===== src/rtl/multi_pkg.sv =====
// Shared definitions for the multi-cycle controller: opcodes, state
// encodings, ALU/PC select codes and the bundled control-output struct.
`timescale 1ns/1ps
package multi_pkg;

  localparam logic [5:0] OP_RTYPE = 6'b000000;
  localparam logic [5:0] OP_J     = 6'b000010;
  localparam logic [5:0] OP_BEQ   = 6'b000100;
  localparam logic [5:0] OP_ADDI  = 6'b001000;
  localparam logic [5:0] OP_LW    = 6'b100011;
  localparam logic [5:0] OP_SW    = 6'b101011;

  typedef enum logic [3:0] {
    S_FETCH   = 4'd0,
    S_DECODE  = 4'd1,
    S_MEMADR  = 4'd2,
    S_MEMRD   = 4'd3,
    S_MEMWB   = 4'd4,
    S_MEMWR   = 4'd5,
    S_RTYPEEX = 4'd6,
    S_RTYPEWB = 4'd7,
    S_BEQEX   = 4'd8,
    S_JEX     = 4'd9,
    S_ADDIEX  = 4'd10,
    S_ADDIWB  = 4'd11
  } state_t;

  localparam logic [1:0] ALU_ADD   = 2'b00;
  localparam logic [1:0] ALU_SUB   = 2'b01;
  localparam logic [1:0] ALU_FUNCT = 2'b10;

  localparam logic [1:0] PC_ALU    = 2'b00;
  localparam logic [1:0] PC_ALUOUT = 2'b01;
  localparam logic [1:0] PC_JUMP   = 2'b10;

  localparam logic [1:0] SRCB_REGB    = 2'b00;
  localparam logic [1:0] SRCB_FOUR    = 2'b01;
  localparam logic [1:0] SRCB_IMM     = 2'b10;
  localparam logic [1:0] SRCB_IMM_SH2 = 2'b11;

  typedef struct packed {
    logic       pc_write;
    logic       pc_write_cond;
    logic       i_or_d;
    logic       mem_read;
    logic       mem_write;
    logic       mem_to_reg;
    logic       ir_write;
    logic       reg_write;
    logic       reg_dst;
    logic       alu_src_a;
    logic [1:0] alu_src_b;
    logic [1:0] alu_op;
    logic [1:0] pc_source;
  } ctrl_t;

  // True for the last state of every real instruction (the ones that
  // count as retired when they hand back to FETCH).
  function automatic logic retires(input state_t s);
    return (s == S_MEMWB) || (s == S_MEMWR) || (s == S_RTYPEWB) ||
           (s == S_BEQEX) || (s == S_JEX)   || (s == S_ADDIWB);
  endfunction

endpackage


===== src/rtl/multi_ctrl_if.sv =====
// Controller <-> datapath bundle. master = controller, slave = datapath.
`timescale 1ns/1ps
interface multi_ctrl_if #(parameter int CNT_W = 32);
  logic [5:0]       opcode;
  logic             pc_write;
  logic             pc_write_cond;
  logic             i_or_d;
  logic             mem_read;
  logic             mem_write;
  logic             mem_to_reg;
  logic             ir_write;
  logic             reg_write;
  logic             reg_dst;
  logic             alu_src_a;
  logic [1:0]       alu_src_b;
  logic [1:0]       alu_op;
  logic [1:0]       pc_source;
  logic [3:0]       state;
  logic [CNT_W-1:0] retired;

  modport master (
    input  opcode,
    output pc_write, pc_write_cond, i_or_d, mem_read, mem_write, mem_to_reg,
           ir_write, reg_write, reg_dst, alu_src_a, alu_src_b, alu_op,
           pc_source, state, retired
  );

  modport slave (
    output opcode,
    input  pc_write, pc_write_cond, i_or_d, mem_read, mem_write, mem_to_reg,
           ir_write, reg_write, reg_dst, alu_src_a, alu_src_b, alu_op,
           pc_source, state, retired
  );
endinterface


===== src/rtl/multi_ctrl_out.sv =====
// Moore output decode: state -> datapath control strobes/selects.
`timescale 1ns/1ps
module multi_ctrl_out
  import multi_pkg::*;
(
  input  state_t state,
  output ctrl_t  ctrl
);

  // Everything defaults low; each state raises only its own strobes.
  // Illegal encodings fall through with all outputs low.
  always_comb begin
    ctrl = '0;
    case (state)
      S_FETCH: begin
        ctrl.mem_read  = 1'b1;
        ctrl.ir_write  = 1'b1;
        ctrl.pc_write  = 1'b1;
        ctrl.alu_src_b = SRCB_FOUR;
        ctrl.alu_op    = ALU_ADD;
        ctrl.pc_source = PC_ALU;
      end
      S_DECODE: begin
        ctrl.alu_src_b = SRCB_IMM_SH2;
        ctrl.alu_op    = ALU_ADD;
      end
      S_MEMADR, S_ADDIEX: begin
        ctrl.alu_src_a = 1'b1;
        ctrl.alu_src_b = SRCB_IMM;
      end
      S_MEMRD: begin
        ctrl.mem_read = 1'b1;
        ctrl.i_or_d   = 1'b1;
      end
      S_MEMWB: begin
        ctrl.reg_write  = 1'b1;
        ctrl.mem_to_reg = 1'b1;
      end
      S_MEMWR: begin
        ctrl.mem_write = 1'b1;
        ctrl.i_or_d    = 1'b1;
      end
      S_RTYPEEX: begin
        ctrl.alu_src_a = 1'b1;
        ctrl.alu_src_b = SRCB_REGB;
        ctrl.alu_op    = ALU_FUNCT;
      end
      S_RTYPEWB: begin
        ctrl.reg_write = 1'b1;
        ctrl.reg_dst   = 1'b1;
      end
      S_BEQEX: begin
        ctrl.alu_src_a     = 1'b1;
        ctrl.alu_op        = ALU_SUB;
        ctrl.pc_write_cond = 1'b1;
        ctrl.pc_source     = PC_ALUOUT;
      end
      S_JEX: begin
        ctrl.pc_write  = 1'b1;
        ctrl.pc_source = PC_JUMP;
      end
      S_ADDIWB: begin
        ctrl.reg_write = 1'b1;
      end
      default: ;
    endcase
  end

endmodule


===== src/rtl/multi_ctrl.sv =====
// Multi-cycle MIPS-style main controller: state register, next-state
// logic, decode-time opcode latch and retired-instruction counter.
`timescale 1ns/1ps
module multi_ctrl
  import multi_pkg::*;
#(
  parameter int CNT_W = 32
) (
  input  logic          clk,
  input  logic          rst,
  multi_ctrl_if.master  bus
);

  state_t           state_q, state_d;
  logic [5:0]       opc_q, opc_d;
  logic [CNT_W-1:0] retired_q, retired_d;
  ctrl_t            ctrl;

  // State, latched opcode and counter; reset drops everything to FETCH/0.
  always_ff @(posedge clk or posedge rst) begin
    if (rst) begin
      state_q   <= S_FETCH;
      opc_q     <= '0;
      retired_q <= '0;
    end else begin
      state_q   <= state_d;
      opc_q     <= opc_d;
      retired_q <= retired_d;
    end
  end

  // Next state; DECODE branches on the live opcode and also captures it
  // so MEMADR chooses lw/sw from the copy, not the possibly-changed input.
  always_comb begin
    state_d   = S_FETCH;
    opc_d     = opc_q;
    retired_d = retired_q;
    case (state_q)
      S_FETCH:   state_d = S_DECODE;
      S_DECODE: begin
        opc_d = bus.opcode;
        case (bus.opcode)
          OP_LW, OP_SW: state_d = S_MEMADR;
          OP_RTYPE:     state_d = S_RTYPEEX;
          OP_BEQ:       state_d = S_BEQEX;
          OP_J:         state_d = S_JEX;
          OP_ADDI:      state_d = S_ADDIEX;
          default:      state_d = S_FETCH;
        endcase
      end
      S_MEMADR:  state_d = (opc_q == OP_LW) ? S_MEMRD : S_MEMWR;
      S_MEMRD:   state_d = S_MEMWB;
      S_RTYPEEX: state_d = S_RTYPEWB;
      S_ADDIEX:  state_d = S_ADDIWB;
      default:   state_d = S_FETCH;
    endcase
    if (retires(state_q))
      retired_d = retired_q + CNT_W'(1);
  end

  multi_ctrl_out u_out (
    .state (state_q),
    .ctrl  (ctrl)
  );

  // Drive the bundle from the decoded struct.
  always_comb begin
    bus.pc_write      = ctrl.pc_write;
    bus.pc_write_cond = ctrl.pc_write_cond;
    bus.i_or_d        = ctrl.i_or_d;
    bus.mem_read      = ctrl.mem_read;
    bus.mem_write     = ctrl.mem_write;
    bus.mem_to_reg    = ctrl.mem_to_reg;
    bus.ir_write      = ctrl.ir_write;
    bus.reg_write     = ctrl.reg_write;
    bus.reg_dst       = ctrl.reg_dst;
    bus.alu_src_a     = ctrl.alu_src_a;
    bus.alu_src_b     = ctrl.alu_src_b;
    bus.alu_op        = ctrl.alu_op;
    bus.pc_source     = ctrl.pc_source;
    bus.state         = state_q;
    bus.retired       = retired_q;
  end

endmodule


===== src/flat_wrapper.sv =====
// flat-port wrapper written by rule: the top's interface ports become plain ports
module multi_ctrl_flat import multi_pkg::*;
#(
  parameter int CNT_W = 32
)
  (clk, rst, bus_opcode, bus_pc_write, bus_pc_write_cond, bus_i_or_d, bus_mem_read, bus_mem_write, bus_mem_to_reg, bus_ir_write, bus_reg_write, bus_reg_dst, bus_alu_src_a, bus_alu_src_b, bus_alu_op, bus_pc_source, bus_state, bus_retired);
  multi_ctrl_if #(.CNT_W(CNT_W)) bus_i ();
  input  logic clk;
  input  logic rst;
  input wire logic [$bits(bus_i.opcode)-1:0] bus_opcode;
  output wire logic [$bits(bus_i.pc_write)-1:0] bus_pc_write;
  output wire logic [$bits(bus_i.pc_write_cond)-1:0] bus_pc_write_cond;
  output wire logic [$bits(bus_i.i_or_d)-1:0] bus_i_or_d;
  output wire logic [$bits(bus_i.mem_read)-1:0] bus_mem_read;
  output wire logic [$bits(bus_i.mem_write)-1:0] bus_mem_write;
  output wire logic [$bits(bus_i.mem_to_reg)-1:0] bus_mem_to_reg;
  output wire logic [$bits(bus_i.ir_write)-1:0] bus_ir_write;
  output wire logic [$bits(bus_i.reg_write)-1:0] bus_reg_write;
  output wire logic [$bits(bus_i.reg_dst)-1:0] bus_reg_dst;
  output wire logic [$bits(bus_i.alu_src_a)-1:0] bus_alu_src_a;
  output wire logic [$bits(bus_i.alu_src_b)-1:0] bus_alu_src_b;
  output wire logic [$bits(bus_i.alu_op)-1:0] bus_alu_op;
  output wire logic [$bits(bus_i.pc_source)-1:0] bus_pc_source;
  output wire logic [$bits(bus_i.state)-1:0] bus_state;
  output wire logic [$bits(bus_i.retired)-1:0] bus_retired;
  assign bus_i.opcode = bus_opcode;
  assign bus_pc_write = bus_i.pc_write;
  assign bus_pc_write_cond = bus_i.pc_write_cond;
  assign bus_i_or_d = bus_i.i_or_d;
  assign bus_mem_read = bus_i.mem_read;
  assign bus_mem_write = bus_i.mem_write;
  assign bus_mem_to_reg = bus_i.mem_to_reg;
  assign bus_ir_write = bus_i.ir_write;
  assign bus_reg_write = bus_i.reg_write;
  assign bus_reg_dst = bus_i.reg_dst;
  assign bus_alu_src_a = bus_i.alu_src_a;
  assign bus_alu_src_b = bus_i.alu_src_b;
  assign bus_alu_op = bus_i.alu_op;
  assign bus_pc_source = bus_i.pc_source;
  assign bus_state = bus_i.state;
  assign bus_retired = bus_i.retired;
  multi_ctrl #(.CNT_W(CNT_W)) u_core (.clk(clk), .rst(rst), .bus(bus_i));
endmodule

===== config.mk =====
export PLATFORM = sky130hd
export DESIGN_NAME = multi_ctrl_flat
export DESIGN_NICKNAME = d
export VERILOG_FILES = /design/src/rtl/multi_pkg.sv /design/src/rtl/multi_ctrl_if.sv /design/src/rtl/multi_ctrl_out.sv /design/src/rtl/multi_ctrl.sv /design/src/flat_wrapper.sv
export SDC_FILE = /design/constraint.sdc
export NUM_CORES = 1
export LEC_CHECK = 0
export ABC_CLOCK_PERIOD_IN_PS = 2300
export CAP_MARGIN = 40
export CORE_ASPECT_RATIO = 0.6
export CORE_MARGIN = 2
export CORE_UTILIZATION = 29
export DETAILED_ROUTE_END_ITERATION = 8
export RECOVER_POWER = 100
export SETUP_SLACK_MARGIN = 0.1
export SYNTH_ARGS = -nofsm -noshare
export SYNTH_HDL_FRONTEND = slang
export SYNTH_SLANG_ARGS = --single-unit
export TNS_END_PERCENT = 10

===== constraint.sdc =====
create_clock -name clk -period 2.3 [get_ports clk]
set_input_delay 0.23 -clock clk [delete_from_list [all_inputs] [get_ports clk]]
set_output_delay 0.23 -clock clk [all_outputs]
set_load 0.01 [all_outputs]

==> results of run 1 <==
[layer usage]
metal | wire (µm) | GRT usage
met3 | 245 | 0.0372
met2 | 2040 | 0.169
met5 | 0 | 0
met1 | 2870 | 0.210
met4 | 0 | 0.0159
[area by class of cell]
cell class                      count  area, µm²  area share
Multi-Input combinational cell    149       1060       0.352
Clock buffer                        5        125      0.0415
Clock inverter                      2       10.0     0.00332
Tap cell                          104        130      0.0432
Timing Repair Buffer               64        618       0.205
Sequential cell                    42       1050       0.350
Inverter                            4       15.0     0.00498
[power by group]
group          internal (W)  switching [W]  total [W]
combinational      0.000294       0.000221   0.000516
sequential         0.000837       0.000123   0.000959
clock              0.000392       0.000274   0.000665
[flip-flops by register name, summed over array words and instances, names as in the netlist]
name,count
u_core.bus.retired,32
u_core.bus.state,4
u_core.opc_q,6
[cell usage in the layout, fill, tap and decap left out, drive strengths merged, types with 2 or more instances in the layout]
cell and count:
a21oi 2, and2 2, and3 6, buf 2, clkbuf 8, clkdlybuf4s50 10
clkinv 2, dfrtp 42, dlygate4sd3 49, inv 4, mux2 7, nand2 17
nand2b 4, nand3 12, nand4 19, nor2 13, nor3 8, nor3b 2
nor4 6, nor4b 4, o21ai 3, xnor2 30, xor2 5
[worst min-delay path by stage]
stage / slack, ns / endpoint / from
after global placement: 0.47 / u_core.bus.retired[31] / u_core.bus.retired[31]
after CTS: 0.42 / u_core.bus.retired[0] / rst
after global routing: 0.49 / u_core.bus.retired[31] / u_core.bus.retired[31]
after detailed placement: 0.47 / u_core.bus.retired[31] / u_core.bus.retired[31]
after floorplan: 0.32 / u_core.bus.state[2] / bus_opcode[1]
final: 0.47 / u_core.bus.retired[31] / u_core.bus.retired[31]
[stage by stage]
step                total power [W]  setup slack [ns]
global route                0.00227            0.0469
detailed placement          0.00155             0.346
CTS                         0.00222             0.126
global placement            0.00154             0.374
finish                      0.00214             0.110
floorplan                   0.00127             0.600
[repair_timing]
| item | 4_1_cts | 5_1_grt |
|---|---|---|
| endpoints found under the setup margin | 4 | 8 |
| resized for setup | 2 | 3 |
| hold endpoints to repair | 0 | 0 |
| setup buffers | 0 | 0 |
[cell families (layout without fill, tap and decap cells)]
| kind of cell | after synthesis | after routing | share of synthesized area |
|---|---|---|---|
| compound gates | 9 | 9 | 0.0250 |
| flops | 42 | 42 | 0.478 |
| xor+xnor | 35 | 35 | 0.139 |
| mux | 7 | 7 | 0.0359 |
| buf+inv | 13 | 75 | 0.0319 |
| fa+ha+maj | 1 | 1 | 0.00569 |
| simple gates | 97 | 97 | 0.284 |
[worst reg2reg max path: stages, from the launching register on]
cell,delay (ns)
dfrtp_1,0.61
nor2b_1,0.13
buf_4,0.18
nor3_2,0.14
clkbuf_1,0.47
nand4_1,0.23
xnor2_1,0.18
==> reports/results.txt, run 1 <==
Status = finished, final reports clean
Top-count cell post-synth = dfrtp_1
CP max FO = 15
Area post-placement = 2900 µm²
Pin count of the biggest net entering global routing = 43
Post-layout util = 0.413
Max Clock Skew = 0.00314 ns
MaxCap Viol Count = 0
FFs w/ async S/R, synth = 1.00
Crit path to = bus_pc_write
Chip width = 116 µm
Worst R2R Setup Slack = 0.25 ns
Origin of the worst setup path = u_core.bus.state[0]
Core Area = 7300 µm²
Final Hold Vio Count = 0
Slew HR = 0.289
Primary FF master, synth = dfrtp_1
Initial Utilization = 0.301
CP bufs+invs = 1
Synth warnings = 0
Layout cells sized above 1 = 0.109
Die height = 71.4 µm
DIE AREA = 8320 µm²
Drc violations = 0
VDD IR max = 0.000320 V
GPL Wtd Cong = 0.786
Mean post-synth cell area = 10.8 µm²
Detailed placement HPWL = 3810 µm
Setup Total Neg Slack = 0 ns
Crit path max-delay family = buffers and inverters
Global-route usage over all layers = 0.128
Synth area leader = dfrtp_1
EDFF count, synth = 0
Placed cells = 363
Vias in the first global route = 1572
Antenna-violating nets left = 0
Mean routed wirelength per cell = 13.9 µm
Top cell type's share of synthesized area = 0.478
Nets@finish = 275
H-tree depth = 2
RSZ-0062 raised after global routing = true
Final Cycle Share = 0.952
Max frequency = 457 MHz
Cts bufs inserted = 5
Total wire length = 5150 µm
Worst hold slack = 0.472 ns
Worst hold path type = register to register
CP Data Required Time = 2.07 ns
Area grow syn2layout = 37.1%
Synthesized instance count = 204
Synth cell types = 36
Mapped Area = 2200 µm²
1st-iter DRT viols = 74
RR Startpoint = u_core.bus.state[0]
CP Cell Sequence = nor4_1 -> or2_2 -> dlygate4sd3_1
Clock sink count = 42
Total number of vias = 1721
CP Launch Type = register
Clock root cell = clkbuf_16
Slew Limit Fails = 0
# rows = 24
Top cells by count, synth = 42 x dfrtp_1, 30 x xnor2_1, 18 x nand4_1
Grt ovf = 0
CP arrival = 1.96 ns
Hold_buf cts = 0
Worst setup EP type = primary output
Finished Layout Cells = 370
Synth Net Count = 213
# IOs = 60
Seq/Total Area, Yosys = 0.478
Final non-filler cell area = 3010 µm²
Initial antenna violation count = 0
R2r endpoint = u_core.bus.retired[27]
WHS Path Cells = 1
Setup violations, final = 0
I/O Buffers = 59
PwrDens = 710 nW/µm²
Vias per std cell = 4.65
Pleak = 1.35 nW
Worst-margin pin slew = 1.07 ns
Final Critical Period = 2.19 ns
#FFs+latches synth = 42
Worst-case clock buffer depth = 2
TritonRoute pass-1 iters = 4
Slowest cell on the critical path = dlygate4sd3_1
Worst path depth = 3
Clk Latency, worst-skew pair = 0.28 ns
Crit Path Class = register to primary output
Worst path max stage delay = 0.59 ns
CTS tree = built
Fill cells = 737
First-pass GRT wire length = 8340 µm
Worst Reg-to-Reg Cells = 6
Synth area leaders = dfrtp_1 48%, xnor2_1 12%, nand4_1 5.1%
Diode count = 0
Clock slew at reported path FFs = 0.06 ns
No activity file was read; power rests on OpenSTA's default activity.
==> inputs of run 2 (changes only) <==
- ABC_CLOCK_PERIOD_IN_PS: 2300 -> 1800
- clock period: 2.3 -> 1.8 ns (I/O delays scaled with it)
==> run 2 against run 1 <==
Effect of this change: flip-flop and latch count stayed put; routed wire length is 5.2% higher; clock-buffer cell count stayed put; combinational power is 60% higher; critical path depth is 1 higher; largest cell class unchanged.
==> reports/results.txt, run 2 (same netlist as run 1, synthesis figures left out) <==
Mean routed wirelength per cell = 13.7 µm (was 13.9 µm)
Worst hold path type = register to register (unchanged)
Diode count = 0 (unchanged)
PwrDens = 895 nW/µm² (was 710 nW/µm²)
Clock sink count = 42 (unchanged)
GPL Wtd Cong = 0.769 (was 0.786)
Worst path max stage delay = 0.46 ns (was 0.59 ns)
CTS tree = built (unchanged)
DIE AREA = 8320 µm² (unchanged)
Final Critical Period = 1.70 ns
Worst setup EP type = primary output (unchanged)
Final Hold Vio Count = 0 (unchanged)
Die height = 71.4 µm (unchanged)
# rows = 24 (unchanged)
I/O Buffers = 59 (unchanged)
Vias in the first global route = 1663 (was 1572)
Max frequency = 588 MHz
Antenna-violating nets left = 0 (unchanged)
Vias per std cell = 4.66 (was 4.65)
Detailed placement HPWL = 3890 µm (was 3810 µm)
1st-iter DRT viols = 88 (was 74)
Nets@finish = 300 (was 275)
Slowest cell on the critical path = dfrtp_2 (was dlygate4sd3_1)
VDD IR max = 0.000444 V (was 0.000320 V)
Pleak = 1.49 nW (was 1.35 nW)
MaxCap Viol Count = 0 (unchanged)
Clock slew at reported path FFs = 0.06 ns (about the same)
Met2 Resource Use GR = 0.170 (was 0.169)
Max reg flops = 32 (unchanged)
Initial Utilization = 0.301 (unchanged)
TritonRoute pass-1 iters = 4 (unchanged)
CP Data Required Time = 1.62 ns (was 2.07 ns)
Slew HR = 0.300 (was 0.289)
CP Cell Sequence = nand2b_1 -> nor2_1 -> or2_2 -> dlygate4sd2_1 (was nor4_1 -> or2_2 -> dlygate4sd3_1)
Setup Total Neg Slack = 0 ns (unchanged)
Gr busiest metal = met1 (unchanged)
Cts bufs inserted = 5 (unchanged)
Area grow syn2layout = 46.2% (was 37.1%)
Slew Limit Fails = 0 (unchanged)
Worst-case clock buffer depth = 2 (unchanged)
Total number of vias = 1842 (was 1721)
PnR Total Power = 0.00288 W (was 0.00214 W)
Setup violations, final = 0 (unchanged)
Status = finished, final reports clean (unchanged)
Final Cycle Share = 0.945
Max Clock Skew = 0.00348 ns (was 0.00314 ns)
H-tree depth = 2 (unchanged)
Global-route usage over all layers = 0.141 (was 0.128)
First-pass GRT wire length = 8950 µm (was 8340 µm)
CP max FO = 9 (was 15)
Core Area = 7300 µm² (unchanged)
# IOs = 60 (unchanged)
Met1 GRT Util = 0.231 (was 0.210)
Commonest non-fill, non-tap cell in the layout = dfrtp_1 (was dlygate4sd3_1)
Clock root cell = clkbuf_16 (unchanged)
CP Launch Type = register (unchanged)
Layout cells sized above 1 = 0.203 (was 0.109)
Crit Path Class = register to primary output (unchanged)
CP arrival = 1.52 ns (was 1.96 ns)
Clk Latency, worst-skew pair = 0.29 ns (was 0.28 ns)
Initial antenna violation count = 0 (unchanged)
Routing usage on met3 = 0.0389 (was 0.0372)
Worst-margin pin slew = 1.05 ns (was 1.07 ns)
Total wire length = 5410 µm (was 5150 µm)
Drc violations = 0 (unchanged)
Commonest non-fill, non-tap cells in the layout = 38 x dfrtp_1, 35 x dlygate4sd3_1, 29 x xnor2_1, 21 x buf_4, 18 x nand4_1 (was 49 x dlygate4sd3_1, 39 x dfrtp_1, 30 x xnor2_1, 18 x nand4_1, 17 x nand2_1)
Grt ovf = 0 (unchanged)
RSZ-0062 raised after global routing = true (unchanged)
Pin count of the biggest net entering global routing = 43 (unchanged)
Chip width = 116 µm (unchanged)
-- run 2: cell count changes in the layout (fill, tap and decap cells not counted), sizes merged --
cell           delta
dlygate4sd2      +12
clkbuf            +7
dlygate4sd3      -14
buf              +21
clkdlybuf4s50     -2
clkdlybuf4s15     +1
-- run 2: worst paths after layout --
path / startpoint / end / slack, ns / cells past startpoint
max in group asynchronous: rst / u_core.bus.state[1] / 0.41 / 3
worst min register to register: u_core.bus.retired[31] / u_core.bus.retired[31] / 0.48 / 1
min in group asynchronous: rst / u_core.bus.retired[0] / 0.67 / 3
worst max register to register: u_core.bus.state[1] / u_core.bus.retired[9] / 0.13 / 6
worst min-delay path: u_core.bus.retired[31] / u_core.bus.retired[31] / 0.48 / 1
worst max-delay path: u_core.bus.state[1] / bus_pc_write / 0.1 / 4
-- run 2: where the power goes --
group | internal [W] | leakage (nW) | switching, W
registers | 0.00107 | 0.559 | 0.000110
clock network | 0.000501 | 0.0694 | 0.000367
logic | 0.000474 | 0.858 | 0.000352
-- run 2: routing by layer --
metal / up-vias / share of wire / routed length, µm
met5: - / 0 / 0
met1: 899 / 0.54 / 2900
met4: 0 / 0.012 / 65
li1: 896 / - / -
met3: 7 / 0.054 / 290
met2: 40 / 0.40 / 2160
-- run 2: timing repair --
action	in CTS	in global routing
cloned	0	0
pin swaps	0	3
buffers inserted	6	3
hold endpoints to repair	0	0
endpoints found under the setup margin	21	14
hold buffers	0	0
resized for setup	25	13
-- run 2: area by class of cell --
cell class / count / area (µm²)
Fill cell: 731 / 4080
Multi-Input combinational cell: 149 / 1110
Sequential cell: 42 / 1060
Timing Repair Buffer: 89 / 772
Tap cell: 104 / 130
Clock buffer: 5 / 125
Inverter: 4 / 15.0
Clock inverter: 2 / 10.0
-- run 2: worst max-delay path: cells and delay by family (launching register included) --
kind	cells	cell delay (ns)
DFF	1	0.46
and+or+nand+nor	3	0.50
buffers and inverters	1	0.28
-- run 2: through the flow --
step | cell area, µm² | utilization | hold slack, ns | instances | worst slack (ns)
final | 3210 | 0.441 | 0.483 | 395 | 0.0997
after global routing | 3210 | 0.441 | 0.496 | 395 | 0.0197
after CTS | 3220 | 0.442 | 0.361 | 392 | -0.0769
after detailed placement | 3020 | 0.414 | 0.490 | 379 | 0.0662
after global placement | 3020 | 0.414 | 0.481 | 379 | 0.0952
after floorplan | 2200 | - | 0.269 | 204 | 0.150
==> inputs of run 3 (changes only) <==
- ABC_CLOCK_PERIOD_IN_PS: 1800 -> 1600
- clock period: 1.8 -> 1.6 ns (I/O delays scaled with it)
==> run 3 against run 2 <==
Effect of this change: the run now ends with setup timing left; routed wire length rose by 15%; hold slack got worse by 0.0093 ns; power rose by 32%; register-to-register slack got worse by 0.22 ns; first-iteration DRC count fell by 41%; non-clock buffer count rose by 28; cell count rose by 7.3%; utilization rose by 6.2 points; sequential power rose by 13%; critical endpoint is now u_core.bus.state[3].
==> reports/results.txt, run 3 (same netlist as run 1, synthesis figures left out) <==
Status = complete, but fails checks (was finished, final reports clean)
Failing checks = setup timing
Layout cells sized above 1 = 0.381 (was 0.203)
Pleak = 1.62 nW (was 1.49 nW)
Slew Limit Fails = 0 (unchanged)
Setup violations, final = 17 (was 0)
Core Area = 7300 µm² (unchanged)
Clk Latency, worst-skew pair = 0.29 ns (about the same)
Pin count of the biggest net entering global routing = 43 (unchanged)
Vias per std cell = 4.62 (was 4.66)
1st-iter DRT viols = 52 (was 88)
Initial Utilization = 0.301 (unchanged)
Worst hold path type = register to register (unchanged)
Origin of the worst setup path = u_core.bus.state[2] (was u_core.bus.state[1])
Clock root cell = clkbuf_16 (unchanged)
Total wire length = 6230 µm (was 5410 µm)
Hold_buf cts = 0 (unchanged)
Mean routed wirelength per cell = 14.7 µm (was 13.7 µm)
VDD IR max = 0.000512 V (was 0.000444 V)
Grt ovf = 0 (unchanged)
Global-route usage over all layers = 0.157 (was 0.141)
Max frequency = 592 MHz
PnR worst setup slack = -0.0887 ns (was 0.0997 ns)
Fill cells = 659 (was 731)
H-tree depth = 2 (unchanged)
TritonRoute pass-1 iters = 4 (unchanged)
Vias in the first global route = 1897 (was 1663)
First-pass GRT wire length = 9940 µm (was 8950 µm)
Worst hold slack = 0.473 ns (was 0.483 ns)
Commonest non-fill, non-tap cells in the layout = 35 x buf_4, 35 x dfrtp_1, 30 x clkdlybuf4s50_1, 28 x xnor2_1, 18 x nand4_1 (was 38 x dfrtp_1, 35 x dlygate4sd3_1, 29 x xnor2_1, 21 x buf_4, 18 x nand4_1)
Antenna-violating nets left = 0 (unchanged)
Max reg flops = 32 (unchanged)
Final Cycle Share = 1.06
# IOs = 60 (unchanged)
Cts bufs inserted = 5 (unchanged)
Worst setup EP type = register (was primary output)
Worst-case clock buffer depth = 2 (unchanged)
Chip width = 116 µm (unchanged)
Initial antenna violation count = 0 (unchanged)
GPL Wtd Cong = 0.804 (was 0.769)
I/O Buffers = 59 (unchanged)
PwrDens = 1030 nW/µm² (was 895 nW/µm²)
CP arrival = 1.89 ns (was 1.52 ns)
Die height = 71.4 µm (unchanged)
Nets@finish = 328 (was 300)
Final Critical Period = 1.69 ns
Worst-margin pin slew = 1.03 ns (was 1.05 ns)
Hold Path Origin = u_core.bus.retired[31] (unchanged)
Area grow syn2layout = 66.9% (was 46.2%)
CP Launch Type = register (unchanged)
CP Data Required Time = 1.80 ns (was 1.62 ns)
RR Startpoint = u_core.bus.state[2] (was u_core.bus.state[1])
MaxCap Viol Count = 0 (unchanged)
DIE AREA = 8320 µm² (unchanged)
Detailed placement HPWL = 4210 µm (was 3890 µm)
CTS tree = built (unchanged)
Final Hold Vio Count = 0 (unchanged)
Slew HR = 0.315 (was 0.300)
Clock sink count = 42 (unchanged)
Total number of vias = 1959 (was 1842)
Drc violations = 0 (unchanged)
Clock slew at reported path FFs = 0.06 ns (about the same)
Max Clock Skew = 0.00460 ns (was 0.00348 ns)
# rows = 24 (unchanged)
RSZ-0062 raised after global routing = true (unchanged)
Worst R2R Setup Slack = -0.09 ns (was 0.13 ns)
Pre-CTS WS = -0.0908 ns (was 0.0662 ns)
CP max FO = 5 (was 9)
Diode count = 0 (unchanged)
Crit Path Class = register to register (was register to primary output)
==> run 3: worst max-delay path, cell delays in order (launching register included) <==
cell and delay, ns:
dfrtp_2 0.45, buf_6 0.14, nor4b_4 0.36, nor4b_4 0.31
o211ai_1 0.19, o21ai_1 0.14
==> run 3: layout make-up <==
type	count	area, µm²	area share
multi-input cells	149	1270	0.345
well taps	104	130	0.0355
clock buffers	5	125	0.0341
inverters	4	15.0	0.00409
clock inverters	3	40.0	0.0109
flip-flops and latches	42	1060	0.289
repair buffers	117	1030	0.281
==> run 3: final timing paths <==
| check | depth (start not counted) | end |
|---|---|---|
| hold / removal | 1 | u_core.bus.retired[31] |
| setup reg to reg | 5 | u_core.bus.state[3] |
| hold reg to reg | 1 | u_core.bus.retired[31] |
| max in group asynchronous | 3 | u_core.bus.state[0] |
| setup / recovery | 5 | u_core.bus.state[3] |
| min in group asynchronous | 3 | u_core.bus.retired[0] |
==> run 3: power by group <==
group | total [W] | internal, W | leakage (nW) | switching [W]
registers | 0.00133 | 0.00121 | 0.554 | 0.000120
clock network | 0.00114 | 0.000730 | 0.0836 | 0.000411
logic | 0.00133 | 0.000778 | 0.986 | 0.000549
==> run 3: per-layer routing <==
metal	up-vias	track usage	wire length, µm
met5	-	0	0
met4	0	0.0529	80
met3	10	0.0440	249
met2	39	0.216	2690
met1	962	0.236	3210
li1	948	-	-
==> run 3: repair_timing <==
| item | CTS | global route |
|---|---|---|
| pin swaps | 23 | 24 |
| setup buffers | 11 | 7 |
| gates cloned | 1 | 0 |
| resized for setup | 106 | 27 |
| setup endpoints to repair | 64 | 63 |
==> run 3: through the flow <==
| stage | TNS, ns | util | std cells | power (W) | cell area [µm²] |
|---|---|---|---|---|---|
| finish | -0.700 | 0.503 | 424 | 0.00379 | 3670 |
| global placement | -0.433 | 0.437 | 398 | 0.00234 | 3190 |
| CTS | -0.351 | 0.493 | 417 | 0.00375 | 3600 |
| detailed placement | -0.835 | 0.437 | 398 | 0.00235 | 3190 |
| floorplan | 0 | - | 204 | 0.00182 | 2200 |
| global route | -2.41 | 0.503 | 424 | 0.00402 | 3670 |
